--- config.mk ---
export PLATFORM = sky130hd
export DESIGN_NAME = pac_dir_ctrl
export DESIGN_NICKNAME = d
export VERILOG_FILES = /design/src/rtl/pac_dir_ctrl.sv
export SDC_FILE = /design/constraint.sdc
export NUM_CORES = 1
export LEC_CHECK = 0
export ABC_CLOCK_PERIOD_IN_PS = 4600
export BUFFER_PORTS_ARGS = -buffer_cell sky130_fd_sc_hd__clkbuf_2
export CAP_MARGIN = 20
export CORE_ASPECT_RATIO = 1.1
export CORE_MARGIN = 4
export CORE_UTILIZATION = 62
export CTS_CLUSTER_SIZE = 8
export DETAILED_ROUTE_END_ITERATION = 12
export GPL_ROUTABILITY_DRIVEN = 1
export MAX_ROUTING_LAYER = met4
export PLACE_DENSITY = 0.81
export SLEW_MARGIN = 20
export SYNTH_ARGS = -nofsm -noshare
export SYNTH_HDL_FRONTEND = slang
export SYNTH_SLANG_ARGS = --single-unit
--- constraint.sdc ---
create_clock -name clk -period 4.6 [get_ports clk]
set_input_delay 0.46 -clock clk [delete_from_list [all_inputs] [get_ports clk]]
set_output_delay 0.46 -clock clk [all_outputs]
set_load 0.03 [all_outputs]
--- src/rtl/pac_dir_ctrl.sv ---
// Pac-Man direction controller: synchronizes and debounces the four
// board buttons and turns presses into a held one-hot movement direction.
module pac_dir_ctrl #(
  parameter int unsigned DB_MAX = 500000,
  parameter int unsigned CNT_W  = 20
) (
  input  logic clk,
  input  logic rst,
  input  logic btn_up,
  input  logic btn_down,
  input  logic btn_left,
  input  logic btn_right,
  input  logic freeze,
  output logic up,
  output logic down,
  output logic left,
  output logic right,
  output logic moving,
  output logic dir_chg
);

  typedef enum logic [2:0] {
    D_NONE,
    D_UP,
    D_DOWN,
    D_LEFT,
    D_RIGHT
  } dir_e;

  typedef enum logic {
    S_IDLE,
    S_MOVE
  } state_e;

  localparam logic [CNT_W-1:0] CNT_LAST = CNT_W'(DB_MAX - 1);
  localparam logic [CNT_W-1:0] CNT_ONE  = CNT_W'(1);

  // bit 3 = up, 2 = down, 1 = left, 0 = right
  logic [3:0] btn;
  logic [3:0] s1_q;
  logic [3:0] s2_q;
  logic [3:0] stab_q;
  logic [3:0] prev_q;
  logic [3:0] press_q;
  logic [CNT_W-1:0] cnt_q [4];

  assign btn = {btn_up, btn_down, btn_left, btn_right};

  always_ff @(posedge clk or posedge rst) begin
    if (rst) begin
      s1_q    <= '0;
      s2_q    <= '0;
      prev_q  <= '0;
      press_q <= '0;
    end else begin
      s1_q    <= btn;
      s2_q    <= s1_q;
      prev_q  <= stab_q;
      press_q <= stab_q & ~prev_q;
    end
  end

  // A single agreeing cycle restarts the count; the counter never passes CNT_LAST.
  always_ff @(posedge clk or posedge rst) begin
    if (rst) begin
      stab_q <= '0;
      for (int i = 0; i < 4; i++) begin
        cnt_q[i] <= '0;
      end
    end else begin
      for (int i = 0; i < 4; i++) begin
        if (s2_q[i] == stab_q[i]) begin
          cnt_q[i] <= '0;
        end else if (cnt_q[i] == CNT_LAST) begin
          stab_q[i] <= s2_q[i];
          cnt_q[i]  <= '0;
        end else begin
          cnt_q[i] <= cnt_q[i] + CNT_ONE;
        end
      end
    end
  end

  dir_e   win;
  dir_e   held_q, held_d;
  state_e state_q, state_d;
  logic   chg_d;
  logic [3:0] oh_d;
  logic [3:0] oh_q;
  logic   moving_q;
  logic   chg_q;

  always_comb begin
    win = D_NONE;
    if (press_q[3])      win = D_UP;
    else if (press_q[2]) win = D_DOWN;
    else if (press_q[1]) win = D_LEFT;
    else if (press_q[0]) win = D_RIGHT;
  end

  always_comb begin
    state_d = state_q;
    held_d  = held_q;
    chg_d   = 1'b0;
    if (!freeze && win != D_NONE) begin
      if (state_q == S_IDLE || win != held_q) begin
        state_d = S_MOVE;
        held_d  = win;
        chg_d   = 1'b1;
      end
    end
  end

  always_comb begin
    oh_d = 4'b0000;
    unique case (held_d)
      D_UP:    oh_d = 4'b1000;
      D_DOWN:  oh_d = 4'b0100;
      D_LEFT:  oh_d = 4'b0010;
      D_RIGHT: oh_d = 4'b0001;
      default: oh_d = 4'b0000;
    endcase
    if (freeze) oh_d = 4'b0000;
  end

  always_ff @(posedge clk or posedge rst) begin
    if (rst) begin
      state_q  <= S_IDLE;
      held_q   <= D_NONE;
      oh_q     <= '0;
      moving_q <= 1'b0;
      chg_q    <= 1'b0;
    end else begin
      state_q  <= state_d;
      held_q   <= held_d;
      oh_q     <= oh_d;
      moving_q <= (state_d == S_MOVE) && !freeze;
      chg_q    <= chg_d;
    end
  end

  assign up      = oh_q[3];
  assign down    = oh_q[2];
  assign left    = oh_q[1];
  assign right   = oh_q[0];
  assign moving  = moving_q;
  assign dir_chg = chg_q;

endmodule

==> results of run 1 <==
==> sequential cells by signal, indices dropped and copies added (netlist names) <==
register,flops
oh_q,4
stab_q,4
press_q,4
s1_q,4
prev_q,4
dir_chg,1
cnt_q,80
state_q,1
s2_q,4
held_q,3
moving,1
==> cell usage after synthesis (all sizes together) (8+ instances only) <==
| cell type | n |
|---|---|
| nand4 | 18 |
| and4 | 8 |
| xnor2 | 29 |
| dfrtp | 110 |
| nand3 | 30 |
| nand2 | 28 |
| nor2 | 98 |
| buf | 9 |
| nor3 | 14 |
| inv | 12 |
| xor2 | 46 |
==> area by class of cell <==
cell class | instances | area share
sequential | 110 | 0.517
tap | 108 | 0.0254
multi-input combinational | 342 | 0.391
inverter | 12 | 0.00892
clock buffer | 14 | 0.0324
clock inverter | 2 | 0.00728
timing repair buffer | 14 | 0.0178
==> metal layers <==
| layer | wire [um] | part of all wire | vias up | GRT usage |
|---|---|---|---|---|
| met5 | 0 | 0 | - | - |
| met4 | 148 | 0.018 | 0 | 0.0755 |
| met3 | 244 | 0.030 | 13 | 0.0353 |
| met2 | 3770 | 0.47 | 46 | 0.289 |
| met1 | 3910 | 0.48 | 1606 | 0.262 |
| li1 | - | - | 1624 | - |
==> path summary, 6_finish.rpt <==
check | depth (start not counted) | from | slack (ps) | to
worst min register to register | 0 | s1_q[3]$_DFF_PP0_ | 350 | s2_q[3]$_DFF_PP0_
worst max-delay path | 4 | cnt_q[32]$_DFF_PP0_ | 2490 | cnt_q[22]$_DFF_PP0_
min in group clk | 1 | btn_right | 190 | s1_q[0]$_DFF_PP0_
worst min-delay path | 2 | rst | 10 | cnt_q[13]$_DFF_PP0_
max in group asynchronous | 4 | rst | 3620 | cnt_q[61]$_DFF_PP0_
worst max register to register | 4 | cnt_q[32]$_DFF_PP0_ | 2490 | cnt_q[22]$_DFF_PP0_
==> cell families after synthesis <==
kind of cell,synth area share
and+or+nand+nor,0.245
DFF,0.553
xor gates and xnor gates,0.132
buffers and inverters,0.0274
AOI/OAI and AO/OA,0.0209
muxes,0.0111
adders and majority gates,0.0101
==> critical path, stage by stage, from the launching register on <==
cell	delay [ps]
dfrtp_1	440
or4_1	550
nor4_2	320
or2_1	560
nor2_1	120
==> metrics by stage <==
step | cells | total power [uW] | utilization | setup slack, ps | hold WS [ps]
after detailed placement | 585 | 1070 | 0.647 | 2480 | 335
after global routing | 602 | 1730 | 0.677 | 2290 | 17.9
after global placement | 585 | 1070 | 0.647 | 2580 | 337
after floorplan | 478 | 1060 | - | 1240 | 331
final | 602 | 1650 | 0.677 | 2490 | 12.4
after CTS | 601 | 1670 | 0.673 | 2460 | 175
==> power groups by stage <==
| stage | logic [uW] | clock network, uW | registers [uW] |
|---|---|---|---|
| 2_1_floorplan | 45.7 | 0 | 1010 |
| 3_3_place_gp | 56.2 | 0 | 1010 |
| 3_5_place_dp | 58.5 | 0 | 1010 |
| 4_1_cts | 58.7 | 619 | 991 |
| 5_1_grt | 69.6 | 663 | 993 |
| 6_report | 59.4 | 605 | 990 |
==> flow_summary.ini, run 1 <==
[grt]
grt_usage = 0.192
grt_max_degree = 83
grt_pass1_wl_mm = 14.2
grt_overflow = 0
antenna_found_initial = 0
grt_pass1_vias = 3115

[pwr]
vdd_drop_max_uv = 222
p_switching_uw = 359
internal-power_uw = 1300
p_clk_frac = 0.365
pwr-share-seq = 0.599
power_density_nw_per_um2 = 311
p_leak_uw = 0.00236
p_sw_frac = 0.217
pwr-share-comb = 0.036

[logic_synthesis]
postSynthCellCount = 478
syn_nets = 489
ys_top_cells_by_area = dfrtp_1 55%, xor2_1 8.1%, nor2_1 7.4%, xnor2_1 5.1%, nand3_1 3.0%
synthArstFlopShare = 1.00
yosys.area.top_type_share = 0.553
yosysTopAreaCell = dfrtp_1
synth_seq_cells = 110
synth.distinct_cells = 43
syn-cell-area_um2 = 4970
ys.flop_type = dfrtp_1
synth_edf_count = 0
yosysSeqAreaShare = 0.553
yosysWarningCount = 0
syn_area_per_cell_um2 = 10.4

[clock_network]
clkSinkCount = 110
cts_setup_buffers = 0
cts_tree = done
cts.clk_slew.worst_paths_ps = 100
cts_resized = 0
clockBufferDepth = 2
clockRootBuffer = clkbuf_8
ctsHoldBuffers = 0
htree_levels = 3
cts_buffers = 9
clk_latency_ps = 370

[drt]
routed_via_density = 5.46
ant_nets = 0
via_count = 3289
avgRoutedWirePerCell_um = 13.4
drcViolationCount = 0
routed_wl_mm = 8.08
drt-initial-drc-count = 125
drt-pass1-iter-count = 4

[worst_hold_path]
worstHoldPathType = in -> async

[worst_setup_path]
startpoint_type = flip-flop
path_max_fanout = 19
arrival_ps = 2340
cp.required_ps = 4830
critPathCaptureType = flip-flop
worstSetupPathType = reg -> reg

[layout]
fin_nets = 500
final_area_um2 = 5330
syn2layout_area_growth_pct = 7.09
final_common_cell = dfrtp_1
multi_input_area_um2 = 2090
num-fill-cells = 590
layout_common_cells = 110 x dfrtp_1, 98 x nor2_1, 46 x xor2_1, 30 x nand3_1, 29 x xnor2_1
antenna_cells = 0
drive_above_1_share = 0.0810
seq_area_um2 = 2750

[floorplanning]
die_area_um2 = 9520
die_y_um = 102
die_w_um = 93.4
coreArea_um2 = 7870
initial_utilization = 0.632
num_rows = 34
pin_count = 13

[outcome]
status = complete, no violations

[timing]
fin_crit_sh = 0.459
skew_ps = 7.83
max_freq_mhz = 474
fin_crit_ps = 2110
hold_viol_final = 0
rsz0062_at_grt = no
maxSlewViolCount = 0
fin_tns_setup_ps = 0
tightestPinTransition_ps = 807
slew_headroom = 0.458
setup_violations = 0

[placed_design]
io_buffer_count = 12
hpwl_mm = 5.28
place_area_um2 = 5090
routabilityCongestion = 0.815

[run]
cap_violations = 0
No activity file was read; power rests on OpenSTA's default activity.
==> run 2: changes to the inputs <==
- ABC_CLOCK_PERIOD_IN_PS: 4600 -> 1800
- CORE_UTILIZATION: 62 -> 56
- PLACE_DENSITY: 0.81 -> 0.78
- clock period: 4.6 -> 1.8 ns (I/O delays scaled with it)
==> run 2 against run 1 <==
Compared with the run above: critical path depth grew 3; worst setup slack lost 2400 ps; count of clock-buffer cells in the layout fell by 4; hold slack improved by 91 ps; register-to-register slack worse by 2400 ps; sequential cell count did not move; design area up 8.9%; power increased to 2.7 times the previous value; largest cell class unchanged.
==> flow_summary.ini, run 2 (synthesis gave the netlist of run 1 again) <==
[worst_hold_path]
hp-start = freeze
holdPathStages = 2
min_delay_worst_endpoint = moving$_DFF_PP0_
worstHoldPathType = in -> reg

[clock_network]
htree_levels = 3
cts_tree = done
clkSinkCount = 110
cts.clk_slew.worst_paths_ps = 110
clk_latency_ps = 370
cts_buffers = 9
clockRootBuffer = clkbuf_8
clockBufferDepth = 2

[layout]
largest-register = cnt_q
syn2layout_area_growth_pct = 16.6
final_core_util = 0.680
antenna_cells = 0
num-fill-cells = 681
seq_area_um2 = 2760
drive_above_1_share = 0.172
fin_nets = 534
layout_common_cells = 108 x dfrtp_1, 93 x nor2_1, 46 x xor2_1, 29 x xnor2_1, 29 x nand3_1
multi_input_area_um2 = 2200
largest_reg_flops = 80
final_common_cell = dfrtp_1

[floorplanning]
num_rows = 35
pin_count = 13
initial_utilization = 0.583
die_w_um = 97.9
coreArea_um2 = 8540
die_area_um2 = 10500
die_y_um = 107

[pwr]
p_leak_uw = 0.00255
vdd_drop_max_uv = 450
power_density_nw_per_um2 = 759

[timing]
fin_crit_ps = 1760
fin_crit_sh = 0.975
tightestPinTransition_ps = 684
hold_viol_final = 0
slew_headroom = 0.543
skew_ps = 11.9
setup_violations = 0
max_freq_mhz = 570
rsz0062_at_grt = yes
fin_tns_setup_ps = 0
maxSlewViolCount = 0

[grt]
grt_overflow = 0
grt_max_degree = 32
grt_pass1_vias = 3574
antenna_found_initial = 0
grt_pass1_wl_mm = 15.8
grt_usage = 0.189

[worst_setup_path]
path_max_fanout = 5
startpoint_type = flip-flop
arrival_ps = 2020
cp.required_ps = 2060
timing.reg2reg.setup_slack_ps = 40
critPathCaptureType = flip-flop
worstSetupPathType = reg -> reg
worst_r2r_startpoint = cnt_q[21]$_DFF_PP0_
r2r_cells = 7
reg2reg_to = cnt_q[39]$_DFF_PP0_

[drt]
ant_nets = 0
routed_wl_mm = 8.74
drcViolationCount = 0
avgRoutedWirePerCell_um = 13.7
via_count = 3437
drt-initial-drc-count = 95
drt-pass1-iter-count = 4
routed_via_density = 5.38

[outcome]
status = complete, no violations

[run]
cap_violations = 0

[placed_design]
routabilityCongestion = 0.807
io_buffer_count = 12
hpwl_mm = 5.90
## run 2: changes by cell type in the layout (fill, tap and decap cells not counted), sizes merged
cell / delta
clkbuf: -3
clkinvlp: +2
clkinv: +1
buf: +28
bufinv: +1
dlygate4sd3: +5
## run 2: worst max path at each step
stage                              startpoint                   to  slack, ps  cells after the start
after detailed placement  cnt_q[31]$_DFF_PP0_  cnt_q[31]$_DFF_PP0_         60                      5
after CTS                 cnt_q[21]$_DFF_PP0_  cnt_q[34]$_DFF_PP0_         10                      7
after floorplan           cnt_q[32]$_DFF_PP0_  cnt_q[32]$_DFF_PP0_         60                      6
after global routing      cnt_q[21]$_DFF_PP0_  cnt_q[39]$_DFF_PP0_        -50                      7
final                     cnt_q[21]$_DFF_PP0_  cnt_q[39]$_DFF_PP0_         40                      7
after global placement    cnt_q[31]$_DFF_PP0_  cnt_q[23]$_DFF_PP0_        110                      5
## run 2: cell type report
cell class | count | area share
well taps | 111 | 0.0239
inverters | 12 | 0.00841
clock buffers | 10 | 0.0237
multi-input cells | 342 | 0.379
clock inverters | 6 | 0.0162
repair buffers | 48 | 0.0742
flip-flops and latches | 110 | 0.475
## run 2: stage by stage
step                      instances  power, uW  cell area (um2)  setup slack (ps)  hold slack [ps]
after global placement          608       2760             5310               109              290
after floorplan                 478       2700             4980              56.6              211
after global routing            639       4610             5800             -46.0             97.3
after CTS                       629       4450             5600              12.3             76.1
after detailed placement        608       2770             5310              55.8              290
final                           639       4410             5800              44.9              103
## run 2: layer usage
metal / routed length (um) / track usage
met3: 190 / 0.0364
met1: 3880 / 0.234
met2: 4520 / 0.312
met5: 0 / -
met4: 138 / 0.0663
## run 2: power breakdown
part,switching [uW],leakage (uW),total (uW),internal (uW)
registers,31.0,0.00149,2530,2500
logic,127,0.000947,225,97.8
clock network,817,0.000113,1650,831
## run 2: worst max-delay path, stage by stage (launching register included)
cell and delay [ps]:
dfrtp_1 440, ha_4 170, nand4_1 150, buf_4 190
nor4_4 290, or2_4 220, clkbuf_16 160, a21oi_2 40
## run 2: timing repair
action / in CTS / in global routing
setup buffers: 0 / 8
gates resized for setup: 2 / 25
setup endpoints to repair: 18 / 76
pin swaps: 1 / 12
hold buffers: 5 / 0
endpoints found under the hold margin: 31 / 0
gates cloned: 0 / 2
==> run 3: changes to the inputs <==
- CAP_MARGIN: 20 -> unset
- CORE_UTILIZATION: 56 -> 44
- CTS_CLUSTER_DIAMETER: unset -> 200
- PLACE_DENSITY: 0.78 -> 0.64
==> run 3 against run 2 <==
Compared with the run above: the flow now finishes with violations (negative setup slack); non-clock buffer count shrank 3; hold slack gained 16 ps; power grew 6.7%; design area grew 0.97%; die area grew 25%; clock skew shrank 5.0 ps; global-route usage shrank 4.3 points; combinational power shrank 5%; via count shrank 2.5%; routed wire length grew 0.32%.
==> flow_summary.ini, run 3 (synthesis gave the netlist of run 1 again) <==
[timing]
maxSlewViolCount = 0
fin_tns_setup_ps = -143
fin_crit_ps = 1820
slew_headroom = 0.545
setup_violations = 9
tightestPinTransition_ps = 681
worst_slack_ps = -23.0
max_freq_mhz = 549
hold_viol_final = 0
fin_crit_sh = 1.01
skew_ps = 6.84
fin_hold_ws_ps = 119

[drt]
avgRoutedWirePerCell_um = 13.1
drt-initial-drc-count = 73
via_count = 3352
drcViolationCount = 0
routed_via_density = 5.00
routed_wl_mm = 8.76
drt-pass1-iter-count = 4
ant_nets = 0

[placed_design]
dp_slack_ps = 53.9
routabilityCongestion = 0.826
hpwl_mm = 5.72
dpl.cell_count = 645
io_buffer_count = 12

[grt]
grt_overflow = 0
grt_pass1_wl_mm = 15.0
grt_max_degree = 37
grt_pass1_vias = 3266
grt_usage = 0.146
antenna_found_initial = 0

[floorplanning]
pin_count = 13
num_rows = 40
initial_utilization = 0.452
die_area_um2 = 13100
die_w_um = 109
coreArea_um2 = 11000
die_y_um = 120

[clock_network]
clkSinkCount = 110
cts.clk_slew.worst_paths_ps = 70
cts_buffers = 9
clk_latency_ps = 350
clockBufferDepth = 2
clockRootBuffer = clkbuf_16
cts_tree = done
htree_levels = 3

[worst_setup_path]
timing.reg2reg.setup_slack_ps = -20
r2r_cells = 7
slowest_delay_ps = 420
cp.required_ps = 2040
path_max_fanout = 9
reg2reg_to = cnt_q[76]$_DFF_PP0_
worstSetupPathType = reg -> reg
path_cells = ha_4 -> nand4_1 -> nor4_1 -> and4_1 -> or2_4 -> clkbuf_16 -> nor2_1
worst_r2r_startpoint = cnt_q[60]$_DFF_PP0_
startpoint_type = flip-flop
critPathCaptureType = flip-flop
arrival_ps = 2060
crit_slowest_cell = dfrtp_1

[layout]
layout_common_cells = 107 x dfrtp_1, 97 x nor2_1, 46 x xor2_1, 29 x xnor2_1, 29 x nand3_1
drive_above_1_share = 0.151
largest_reg_flops = 80
layout.cells.non_filler = 670
fin_nets = 531
num-fill-cells = 966
largest-register = cnt_q
final_common_cell = dfrtp_1
syn2layout_area_growth_pct = 17.8
antenna_cells = 0

[worst_hold_path]
worstHoldPathType = in -> reg
hp-start = freeze
holdPathStages = 2
min_delay_worst_endpoint = moving$_DFF_PP0_

[run]
cap_violations = 0

[outcome]
failed_checks = negative setup slack
status = complete, but fails checks

[pwr]
p_leak_uw = 0.00256
vdd_drop_max_uv = 550
power_density_nw_per_um2 = 802
## run 3: worst max path at each step
stage | start | to | slack, ps | cells after the start
finish | cnt_q[60]$_DFF_PP0_ | cnt_q[76]$_DFF_PP0_ | -20 | 7
global route | cnt_q[60]$_DFF_PP0_ | cnt_q[65]$_DFF_PP0_ | -130 | 7
CTS | cnt_q[32]$_DFF_PP0_ | cnt_q[28]$_DFF_PP0_ | 30 | 5
detailed placement | cnt_q[32]$_DFF_PP0_ | cnt_q[26]$_DFF_PP0_ | 50 | 5
global placement | cnt_q[32]$_DFF_PP0_ | cnt_q[27]$_DFF_PP0_ | 80 | 5
floorplan | cnt_q[32]$_DFF_PP0_ | cnt_q[32]$_DFF_PP0_ | 60 | 6
## run 3: cell type report
type | instances | area [um2] | area share
clock inverters | 1 | 30.0 | 0.00512
clock buffers | 13 | 260 | 0.0444
repair buffers | 45 | 418 | 0.0713
inverters | 12 | 48.8 | 0.00833
well taps | 147 | 184 | 0.0314
flip-flops and latches | 110 | 2760 | 0.470
multi-input cells | 342 | 2160 | 0.369
## run 3: worst max-delay path: cells and delay by family, from the launching register on
family	cells	cell delay [ps]
and+or+nand+nor	5	970
DFF	1	420
adders and majority gates	1	170
buffers and inverters	1	150
## run 3: layer usage
layer,share of wire,global-route usage,up-vias
met2,0.48,0.218,39
met3,0.034,0.0350,18
li1,-,-,1680
met1,0.47,0.191,1615
met4,0.021,0.0592,0
met5,0,-,-
## run 3: metrics by stage
step	power (uW)	utilization	area, um2
floorplan	2700	-	4980
global placement	2760	0.487	5360
detailed placement	2770	0.487	5360
CTS	4750	0.518	5700
global route	4910	0.532	5860
finish	4700	0.532	5860
## run 3: repair_timing
| item | CTS | global route |
|---|---|---|
| buffers inserted | 0 | 4 |
| hold buffers | 5 | 0 |
| endpoints found under the setup margin | 0 | 52 |
| endpoints found under the hold margin | 27 | 0 |
| resized for setup | 0 | 18 |
## run 3: power by group
part | internal, uW | switching, uW
Combinational | 91.1 | 123
Clock | 1140 | 811
Sequential | 2510 | 29.5
